<file path="src/rtl/traffic_pkg.sv">
// Shared types and constants for the crossroads phase scheduler.
// Also holds the BCD and lamp helpers used by traffic_sched.
package traffic_pkg;

    typedef enum logic [2:0] {
        S_NS_G  = 3'd0,
        S_NS_Y  = 3'd1,
        S_AR_A  = 3'd2,
        S_EW_G  = 3'd3,
        S_EW_Y  = 3'd4,
        S_AR_B  = 3'd5,
        S_NIGHT = 3'd6
    } state_t;

    // Lamp vectors are {R,Y,G}.
    localparam logic [2:0] LAMP_R   = 3'b100;
    localparam logic [2:0] LAMP_Y   = 3'b010;
    localparam logic [2:0] LAMP_G   = 3'b001;
    localparam logic [2:0] LAMP_OFF = 3'b000;

    localparam logic [3:0] BCD_BLANK = 4'hF;

    function automatic logic [3:0] bcd_tens(input logic [6:0] v);
        return 4'(v / 7'd10);
    endfunction

    function automatic logic [3:0] bcd_ones(input logic [6:0] v);
        return 4'(v % 7'd10);
    endfunction

    // Returns {ns_lamps, ew_lamps} for a state; flash only matters in night mode.
    function automatic logic [5:0] lamp_pair(input state_t s, input logic flash);
        case (s)
            S_NS_G:  return {LAMP_G, LAMP_R};
            S_NS_Y:  return {LAMP_Y, LAMP_R};
            S_EW_G:  return {LAMP_R, LAMP_G};
            S_EW_Y:  return {LAMP_R, LAMP_Y};
            S_NIGHT: return flash ? {LAMP_Y, LAMP_Y} : {LAMP_OFF, LAMP_OFF};
            default: return {LAMP_R, LAMP_R};
        endcase
    endfunction

endpackage

</file>
<file path="src/rtl/traffic_sched_tick_gen.sv">
// Prescaler producing a registered one-cycle strobe every CLK_TICK+1 clocks.
module tick_gen #(
    parameter logic [31:0] CLK_TICK = 32'd50_000_000 - 32'd1
) (
    input  logic i_clk,
    input  logic i_rst,
    output logic o_tick
);

    logic [31:0] r_presc;
    logic        r_tick;
    logic        w_wrap;

    assign w_wrap = (r_presc == CLK_TICK);

    // NOTE: sequential state uses non-blocking assignments so every register samples pre-edge values.
    always_ff @(posedge i_clk or posedge i_rst) begin
        if (i_rst) begin
            r_presc <= '0;
            r_tick  <= 1'b0;
        end else begin
            r_tick  <= w_wrap;
            r_presc <= w_wrap ? '0 : r_presc + 32'd1;
        end
    end

    assign o_tick = r_tick;

endmodule

</file>
<file path="src/rtl/traffic_sched.sv">
// Crossroads phase scheduler: NS/EW green-yellow-all-red cycle with request
// truncation, flashing night mode and registered lamp/BCD countdown outputs.
module traffic_sched
    import traffic_pkg::*;
#(
    parameter logic [31:0] CLK_TICK = 32'd50_000_000 - 32'd1,
    parameter int          T_GREEN  = 25,
    parameter int          T_YELLOW = 5,
    parameter int          T_ALLRED = 2,
    parameter int          T_SHORT  = 5
) (
    input  logic       i_clk,
    input  logic       i_rst,
    input  logic       i_req_ns,
    input  logic       i_req_ew,
    input  logic       i_night,
    output logic [2:0] o_ledns,
    output logic [2:0] o_ledew,
    output logic [3:0] o_cnt_tens,
    output logic [3:0] o_cnt_ones,
    output logic [2:0] o_phase,
    output logic       o_tick
);

    localparam logic [6:0] C_GREEN  = 7'(T_GREEN);
    localparam logic [6:0] C_YELLOW = 7'(T_YELLOW);
    localparam logic [6:0] C_ALLRED = 7'(T_ALLRED);
    localparam logic [6:0] C_SHORT  = 7'(T_SHORT);

    state_t     r_state, w_state_nxt;
    logic [6:0] r_cnt, w_cnt_nxt;
    logic       r_flash, w_flash_nxt;
    logic       r_pend_ns, w_pend_ns_nxt;
    logic       r_pend_ew, w_pend_ew_nxt;
    logic [2:0] r_ledns, r_ledew;
    logic [3:0] r_tens, r_ones;
    logic [5:0] w_lamps_nxt;
    logic       w_tick;
    logic       w_trunc;

    tick_gen #(.CLK_TICK(CLK_TICK)) u_tick_gen (
        .i_clk  (i_clk),
        .i_rst  (i_rst),
        .o_tick (w_tick)
    );

    assign w_trunc = ((r_state == S_NS_G && r_pend_ew) || (r_state == S_EW_G && r_pend_ns))
                     && (r_cnt > C_SHORT);

    // NOTE: every always_comb output gets a default first, so no path can infer a latch.
    always_comb begin
        w_state_nxt   = r_state;
        w_cnt_nxt     = r_cnt;
        w_flash_nxt   = r_flash;
        w_pend_ns_nxt = r_pend_ns | i_req_ns;
        w_pend_ew_nxt = r_pend_ew | i_req_ew;

        // A truncation load takes priority over a coincident tick decrement.
        if (w_trunc) begin
            w_cnt_nxt = C_SHORT;
        end else if (w_tick) begin
            if (r_state == S_NIGHT) begin
                if (i_night) begin
                    w_flash_nxt = ~r_flash;
                end else begin
                    w_state_nxt = S_AR_B;
                    w_cnt_nxt   = C_ALLRED;
                    w_flash_nxt = 1'b0;
                end
            end else if (r_cnt != 7'd1) begin
                w_cnt_nxt = r_cnt - 7'd1;
            end else begin
                case (r_state)
                    S_NS_G: begin w_state_nxt = S_NS_Y; w_cnt_nxt = C_YELLOW; end
                    S_NS_Y: begin w_state_nxt = S_AR_A; w_cnt_nxt = C_ALLRED; end
                    S_AR_A: begin w_state_nxt = S_EW_G; w_cnt_nxt = C_GREEN;  end
                    S_EW_G: begin w_state_nxt = S_EW_Y; w_cnt_nxt = C_YELLOW; end
                    S_EW_Y: begin w_state_nxt = S_AR_B; w_cnt_nxt = C_ALLRED; end
                    default: begin w_state_nxt = S_NS_G; w_cnt_nxt = C_GREEN; end
                endcase
                // Night mode is only entered from an all-red phase.
                if ((r_state == S_AR_A || r_state == S_AR_B) && i_night) begin
                    w_state_nxt = S_NIGHT;
                    w_cnt_nxt   = 7'd0;
                    w_flash_nxt = 1'b1;
                end
            end
        end

        // Entry into a green serves its request, even one arriving this cycle.
        if (w_state_nxt == S_NS_G && r_state != S_NS_G) w_pend_ns_nxt = 1'b0;
        if (w_state_nxt == S_EW_G && r_state != S_EW_G) w_pend_ew_nxt = 1'b0;
    end

    assign w_lamps_nxt = lamp_pair(w_state_nxt, w_flash_nxt);

    always_ff @(posedge i_clk or posedge i_rst) begin
        if (i_rst) begin
            r_state   <= S_AR_B;
            r_cnt     <= C_ALLRED;
            r_flash   <= 1'b0;
            r_pend_ns <= 1'b0;
            r_pend_ew <= 1'b0;
            r_ledns   <= LAMP_R;
            r_ledew   <= LAMP_R;
            r_tens    <= bcd_tens(C_ALLRED);
            r_ones    <= bcd_ones(C_ALLRED);
        end else begin
            r_state   <= w_state_nxt;
            r_cnt     <= w_cnt_nxt;
            r_flash   <= w_flash_nxt;
            r_pend_ns <= w_pend_ns_nxt;
            r_pend_ew <= w_pend_ew_nxt;
            r_ledns   <= w_lamps_nxt[5:3];
            r_ledew   <= w_lamps_nxt[2:0];
            r_tens    <= (w_state_nxt == S_NIGHT) ? BCD_BLANK : bcd_tens(w_cnt_nxt);
            r_ones    <= (w_state_nxt == S_NIGHT) ? BCD_BLANK : bcd_ones(w_cnt_nxt);
        end
    end

    assign o_ledns    = r_ledns;
    assign o_ledew    = r_ledew;
    assign o_cnt_tens = r_tens;
    assign o_cnt_ones = r_ones;
    assign o_phase    = r_state;
    assign o_tick     = w_tick;

endmodule
</file>
<file path="config.mk">
export PLATFORM = sky130hd
export DESIGN_NAME = traffic_sched
export DESIGN_NICKNAME = d
export VERILOG_FILES = /design/src/rtl/traffic_pkg.sv /design/src/rtl/traffic_sched_tick_gen.sv /design/src/rtl/traffic_sched.sv
export SDC_FILE = /design/constraint.sdc
export NUM_CORES = 1
export LEC_CHECK = 0
export BUFFER_PORTS_ARGS = -buffer_cell sky130_fd_sc_hd__clkbuf_2
export CELL_PAD_IN_SITES_DETAIL_PLACEMENT = 1
export CELL_PAD_IN_SITES_GLOBAL_PLACEMENT = 1
export CORE_UTILIZATION = 47
export DETAILED_ROUTE_END_ITERATION = 12
export PLACE_DENSITY_LB_ADDON = 0.1
export SLEW_MARGIN = 25
export SYNTH_ARGS = -nofsm -noshare
export SYNTH_HDL_FRONTEND = slang
export SYNTH_SLANG_ARGS = --single-unit
</file>
<file path="constraint.sdc">
create_clock -name i_clk -period 4.1 [get_ports i_clk]
set_input_delay 0.41 -clock i_clk [delete_from_list [all_inputs] [get_ports i_clk]]
set_output_delay 0.41 -clock i_clk [all_outputs]
set_load 0.01 [all_outputs]
</file>
Yosys cells after proc, flatten, opt, wreduce, memory -nomap -nowiden
Index checks and enable logic that the tools add are counted.
Widths: inputs -> output; s select.

word-level totals
  output and inout port bits = 18
  logic and storage cells = 72
  bits of input ports = 5
  bits in registers = 60

cells by class
  div/mod/pow operators = 2
  $add $sub $neg = 2
  bitwise logic cells = 3
  equality and inequality tests = 13
  mux-type cells = 27
  order comparisons = 1
  reduce and logical (&&, ||, !) cells = 13

operators with widths
  operator               number
  $mux 7                 6
  $add 32x1->32 const B  1
  $eq 32x26->1 const B   1
  $mux 32                1
  $pmux 6 s5             1
  $mux 3                 6
  $eq 3x3->1 const B     5
  $pmux 3 s5             1
  $pmux 5 s2             1
  $eq 3x2->1 const B     3
  $mux 1                 8
  $mux 4                 2
  $div 7x4->7 const B    1
  $gt 7x3->1 const B     1
  $mod 7x4->7 const B    1
  $ne 7x1->1 const B     1
  $sub 7x1->7 const B    1
  $eq 3x1->1 const B     2
  $logic_and 1x1->1      6
  $logic_not 3->1        2
  $mux 5                 1
  $reduce_or 2->1        2
  $ne 3x2->1 const B     1
  $reduce_bool 3->1      1
  other kinds (3)        5

Depth between registers and ports, before layout
  depth in word-level cells = 11
  depth in mapped cells = 18
  mapped depth without buffers = 17

Cells and area by module
Synthesis repeated with hierarchy kept, for this count alone.

second synthesis, totals
  cell total of the unflattened synthesis = 380
  area total of the unflattened synthesis = 3520.9 µm²

by module, submodules not included
  module         cells each  area each (µm²)  instances  sequential area each (µm²)
  traffic_sched  213         1858.0           1          683.2
  tick_gen       167         1662.8           1          825.8

Least setup slack after synthesis
Ideal clock, no wire load.

  path kind = register to register
  from = reg r_cnt[0]
  to = reg r_ones[1], in the netlist o_cnt_ones[1]
  arrival = 3.601 ns
  data required time = 4.025 ns
  buffers on the path = 0
  setup time = 0.075 ns
  setup slack = 0.424 ns
  cell stages (with the launch flop) = 14
  period minus slack after synthesis = 3.676 ns
  cells stage by stage = dfrtp_1 -> ha_1 -> nor4b_1 -> nand3_1 -> or4_1 -> o2111ai_1 -> inv_1 -> o22ai_1 -> a21oi_1 -> ha_1 -> o21a_1 -> a31o_2 -> a221oi_2 -> mux2i_1

between the ends
  cells in the longest elaborated chain, start to end = 7
  elaborated cells between the ends (all ways) = 16
  classes of those cells = add/sub: 1; div: 1; order compare: 1; eq/ne: 2; mux: 10; reduce/logical: 1

RTL lines
  item                                       line                                      text
  start: declaration                         traffic_sched.sv:31                       logic [6:0] r_cnt, w_cnt_nxt;
  start signal: assignment                   traffic_sched.sv:110                      r_cnt <= w_cnt_nxt;
  $sub 7x1->7 or $ne 7x1->1 (tied branches)  traffic_sched.sv:71, traffic_sched.sv:70
  $mux 7                                     traffic_sched.sv:70                       end else if (r_cnt != 7'd1) begin
  $mux 7                                     traffic_sched.sv:62                       if (r_state == S_NIGHT) begin
  $mux 7                                     traffic_sched.sv:61                       end else if (w_tick) begin
  $mux 7 *                                   traffic_sched.sv:59                       if (w_trunc) begin
  net w_cnt_nxt[2]                           traffic_sched.sv:31
  $mod 7x4->7 *                              traffic_pkg.sv:28                         return 4'(v % 7'd10);
  $mux 4 *                                   traffic_sched.sv:117                      r_ones <= (w_state_nxt == S_NIGHT) ? BCD_BLANK : bcd_ones(w_cnt_nxt);
  end signal: assignment                     traffic_sched.sv:107                      r_ones <= bcd_ones(C_ALLRED);
  end signal: assignment                     traffic_sched.sv:117
  end: declaration                           traffic_sched.sv:36                       logic [3:0] r_tens, r_ones;

Mark *: on every way through the listed nets, which the timed path passes. The rest lies on a longest branch.

Final worst setup path
  from = reg r_cnt[1]
  to = reg r_ones[1], in the netlist o_cnt_ones[1]

between the ends
  cells in the longest elaborated chain, start to end = 7
  elaborated cells between the ends (all ways) = 16
  classes of those cells = add/sub: 1; div: 1; order compare: 1; eq/ne: 2; mux: 10; reduce/logical: 1

RTL lines
  item                                       line
  $sub 7x1->7 or $ne 7x1->1 (tied branches)  traffic_sched.sv:71, traffic_sched.sv:70
  $mux 7 or $mux 3 (tied branches)           traffic_sched.sv:70
  $mux 7 or $mux 3 (tied branches)           traffic_sched.sv:62
  $mux 7 or $mux 3 (tied branches)           traffic_sched.sv:61
  $mux 7 or $mux 3 (tied branches)           traffic_sched.sv:59
  $mod 7x4->7 or $eq 3x3->1 (tied branches)  traffic_pkg.sv:28, traffic_sched.sv:117
  $mux 4 *                                   traffic_sched.sv:117

Mark *: on every way between the ends. The rest lies on a longest branch, timed or not.

==> qor.csv <==
stage,metric,value,unit
placed_design,io_buffer_count,22,
synthesis,synthDominantCellAreaShare,0.3975,
synthesis,synth_edf_count,0,
job,timing.max_cap.violations,0,
route,wl,9135,µm
grt,grt_first_pass_wirelength,15180,µm
critical_path,worstSetupPathType,reg2reg,
cts,ctsRootBufferMaster,sky130_fd_sc_hd__clkbuf_8,
synthesis,post_synth_instance_area,3400,µm²
cells_and_area,layout-drive-gt1-share,0.1772,
critical_path,critical_path_required,4.35,ns
die,floorplan.rows,30,
outcome,status,finished clean,
critical_path,cp_max_fo,7,
pwr,logic_gate_share_of_total_power,0.168,
placed_design,placement.cell_area,3655,µm²
die,floorplan.die_area,7577,µm²
pwr,seqPwrFrac,0.440,
pwr,pwr_density_cell,367.3,nW/µm²
die,die_w,87.05,µm
critical_path,critPathArrivalTime,4.18,ns
die,num_io_pins,23,
synthesis,syn-instance-count,373,
synthesis,synth_async_sr_flop_share,1.000,
cts,cts-buffers-inserted,9,
pwr,clockPowerShare,0.392,
hold_path,timing.hold.worst.class,in2async,
synthesis,synth_nets,382,
cells_and_area,layoutNonFillerInstCount,508,
cts,post_cts_hold_buffer_count,0,
route,drt-pass1-iter-count,4,
sta,worst_hold_slack,0.1272,ns
pwr,p_switching,0.4040,mW
synthesis,top_flip_flop_cell_by_instance_count_after_synthesis,sky130_fd_sc_hd__dfrtp_1,
cells_and_area,nNetsFinal,416,
synthesis,ys_seq_area_frac,0.4439,
synthesis,count_of_distinct_cell_types_in_the_synthesized_netlist,65,
grt,grt_overflow_total,0,
critical_path,critical_path.endpoint_type,flop,
pwr,static-leakage-power,1.708,nW
synthesis,cell_types_with_the_highest_counts_after_synthesis,"sky130_fd_sc_hd__dfrtp_1 (54), sky130_fd_sc_hd__nor2_1 (50), sky130_fd_sc_hd__nand2_1 (33), sky130_fd_sc_hd__a21oi_1 (22), sky130_fd_sc_hd__nand3_1 (20)",
cells_and_area,syn_to_final_growth,14.58,%
cts,cts_tree,yes,
cts,clkLatencyLatePin,0.34,ns
cells_and_area,stdcell_area,3895,µm²
sta,relSlewSlack,0.5320,
sta,clock_skew,0.006407,ns
route,route.detailed.vias_per_inst,5.813,
grt,via_count_of_the_first_global_routing_pass,3146,
sta,achievable-frequency,254.9,MHz
synthesis,postSynthAreaPerCell,9.114,µm²
grt,antenna_violations_before_repair,0,
pwr,internal_power,1.027,mW
sta,report.final.setup_viol,0,
route,detail_route.wl_per_cell,17.98,µm
sta,min_period_over_period,0.9567,
pwr,power.share.switching,0.2824,
synthesis,post_synth_main_area_contributors,"sky130_fd_sc_hd__dfrtp_1 (40%), sky130_fd_sc_hd__nor2_1 (5.5%), sky130_fd_sc_hd__dfstp_2 (4.6%), sky130_fd_sc_hd__xnor2_1 (4.4%), sky130_fd_sc_hd__nand2_1 (3.6%)",
cts,h_tree_depth,3,
critical_path,crit_path_launch_type,flop,
cts,cts.sink_count,60,
grt,grt_usage,0.2649,
sta,timing.setup.tns,0,ns
route,drtIter0Drc,131,
die,floorplan.initialDensity,0.4922,
synthesis,number_of_synthesis_warnings,0,
cells_and_area,num_antenna_cells,0,
route,remaining_drc_errors,0,
cells_and_area,num-fill-cells,841,
synthesis,yosys.area.top_type,sky130_fd_sc_hd__dfrtp_1,
cts,clock_path_buffers,2,
sta,grt_setup_unrepaired,no,
sta,final_max_slew_viol_count,0,
pwr,finalPower,1.431,mW
route,dr_total_vias,2953,
route,ant_nets,0,
sta,tightest_slew,0.6998,ns
die,die_y,87.05,µm
sta,period_minus_slack,3.923,ns
pwr,worst_ir_drop_vdd,0.0001951,V
placed_design,place_hpwl,6645,µm
cts,clkTransAtPathRegs,0.07,ns
sta,hold_violations,0,
synthesis,synth.most_common_cell,sky130_fd_sc_hd__dfrtp_1,
synthesis,synth.ff_latch_count,60,
placed_design,placed_cells_incl_taps,490,
placed_design,routabilityCongestion,0.9168,
grt,grt_start_max_net_pins,33,
die,core_area,6907,µm²
## cells by family (layout without fill, tap and decap cells)
family                     count (synthesis)  in the layout  synth area share
DFF                                       60             60            0.4439
muxes                                      6              6           0.01767
xor gates and xnor gates                  28             28           0.07214
buffers and inverters                     29             68           0.03754
and+or+nand+nor                          163            163            0.2374
AOI/OAI and AO/OA                         82             82            0.1737
adders and majority gates                  5              5           0.01767
## worst max-delay path, stage by stage (launching register included)
cell and delay [ns]:
sky130_fd_sc_hd__dfstp_2 0.39, sky130_fd_sc_hd__inv_1 0.09, sky130_fd_sc_hd__ha_1 0.21, sky130_fd_sc_hd__or4b_4 0.54
sky130_fd_sc_hd__nor2_1 0.42, sky130_fd_sc_hd__o311a_2 0.29, sky130_fd_sc_hd__nor2_1 0.11, sky130_fd_sc_hd__nor2_1 0.24
sky130_fd_sc_hd__a21oi_1 0.11, sky130_fd_sc_hd__o22ai_1 0.19, sky130_fd_sc_hd__a21oi_1 0.07, sky130_fd_sc_hd__ha_1 0.21
sky130_fd_sc_hd__o21a_1 0.11, sky130_fd_sc_hd__a31o_2 0.24, sky130_fd_sc_hd__a221oi_4 0.36, sky130_fd_sc_hd__mux2i_1 0.27
## per-layer routing
metal / GRT usage / up-vias / share of wire
met5: 0 / - / 0
met4: 0.07727 / 0 / 0.014
met3: 0.06066 / 12 / 0.026
met2: 0.4667 / 51 / 0.52
met1: 0.3228 / 1474 / 0.44
li1: - / 1416 / -
## power groups by stage
stage	Clock, mW	Sequential (mW)	Combinational [mW]
floorplan	0	0.644	0.157
global placement	0	0.640	0.222
detailed placement	0	0.641	0.231
CTS	0.579	0.630	0.233
global route	0.602	0.634	0.261
finish	0.560	0.630	0.241
## final cells by class
type                            count  area (µm²)  area share
Clock inverter                      5       58.81     0.01510
Clock buffer                       11       151.4     0.03887
Timing Repair Buffer               35       207.7     0.05332
Multi-Input combinational cell    284        1784      0.4581
Inverter                           17       63.81     0.01638
Sequential cell                    60        1509      0.3874
Tap cell                           96       120.1     0.03084
## worst paths after layout
kind                                   startpoint                     end  depth (start not counted)  slack, ns
setup / recovery                         r_cnt[1]           o_cnt_ones[1]                         15       0.18
hold / removal                              i_rst   u_tick_gen.r_presc[4]                          2       0.13
setup reg to reg                         r_cnt[1]           o_cnt_ones[1]                         15       0.18
hold reg to reg            u_tick_gen.r_presc[31]  u_tick_gen.r_presc[31]                          1       0.48
max in group asynchronous                   i_rst           o_cnt_ones[1]                          3       3.08
min in group i_clk                       i_req_ew               r_pend_ew                          3       0.31
## flip-flops by register name, summed over array words and instances, names as in the netlist
signal / flops
r_cnt: 7
u_tick_gen.r_presc: 32
r_pend_ew: 1
o_ledew: 3
r_pend_ns: 1
o_cnt_tens: 4
r_flash: 1
u_tick_gen.o_tick: 1
o_phase: 3
o_cnt_ones: 4
o_ledns: 3
## cells in the final DEF (no fill, tap or decap), drive strengths merged, types with 3 or more instances in the layout
cell type	count
a21oi	22
a31o	3
a31oi	5
and2	3
and3	10
buf	13
clkbuf	33
dfrtp	54
dfstp	6
ha	4
inv	18
mux2i	6
nand2	33
nand2b	3
nand3	20
nand3b	3
nand4	5
nor2	50
nor3	9
nor4	5
nor4b	3
o21ai	17
o221ai	4
or3	9
xnor2	17
xor2	11
## through the flow
stage,util,worst slack [ns]
final,0.5639,0.1774
after global routing,0.5639,0.01543
after CTS,0.5601,0.07658
after floorplan,-,0.4236
after global placement,0.5292,0.3166
after detailed placement,0.5292,0.04347
## timing repair
action	in CTS	in global routing
endpoints found under the setup margin	1	3
hold endpoints to repair	0	0
buffers inserted	0	2
gates resized for setup	1	2
Power figures use the tool's default switching activity.
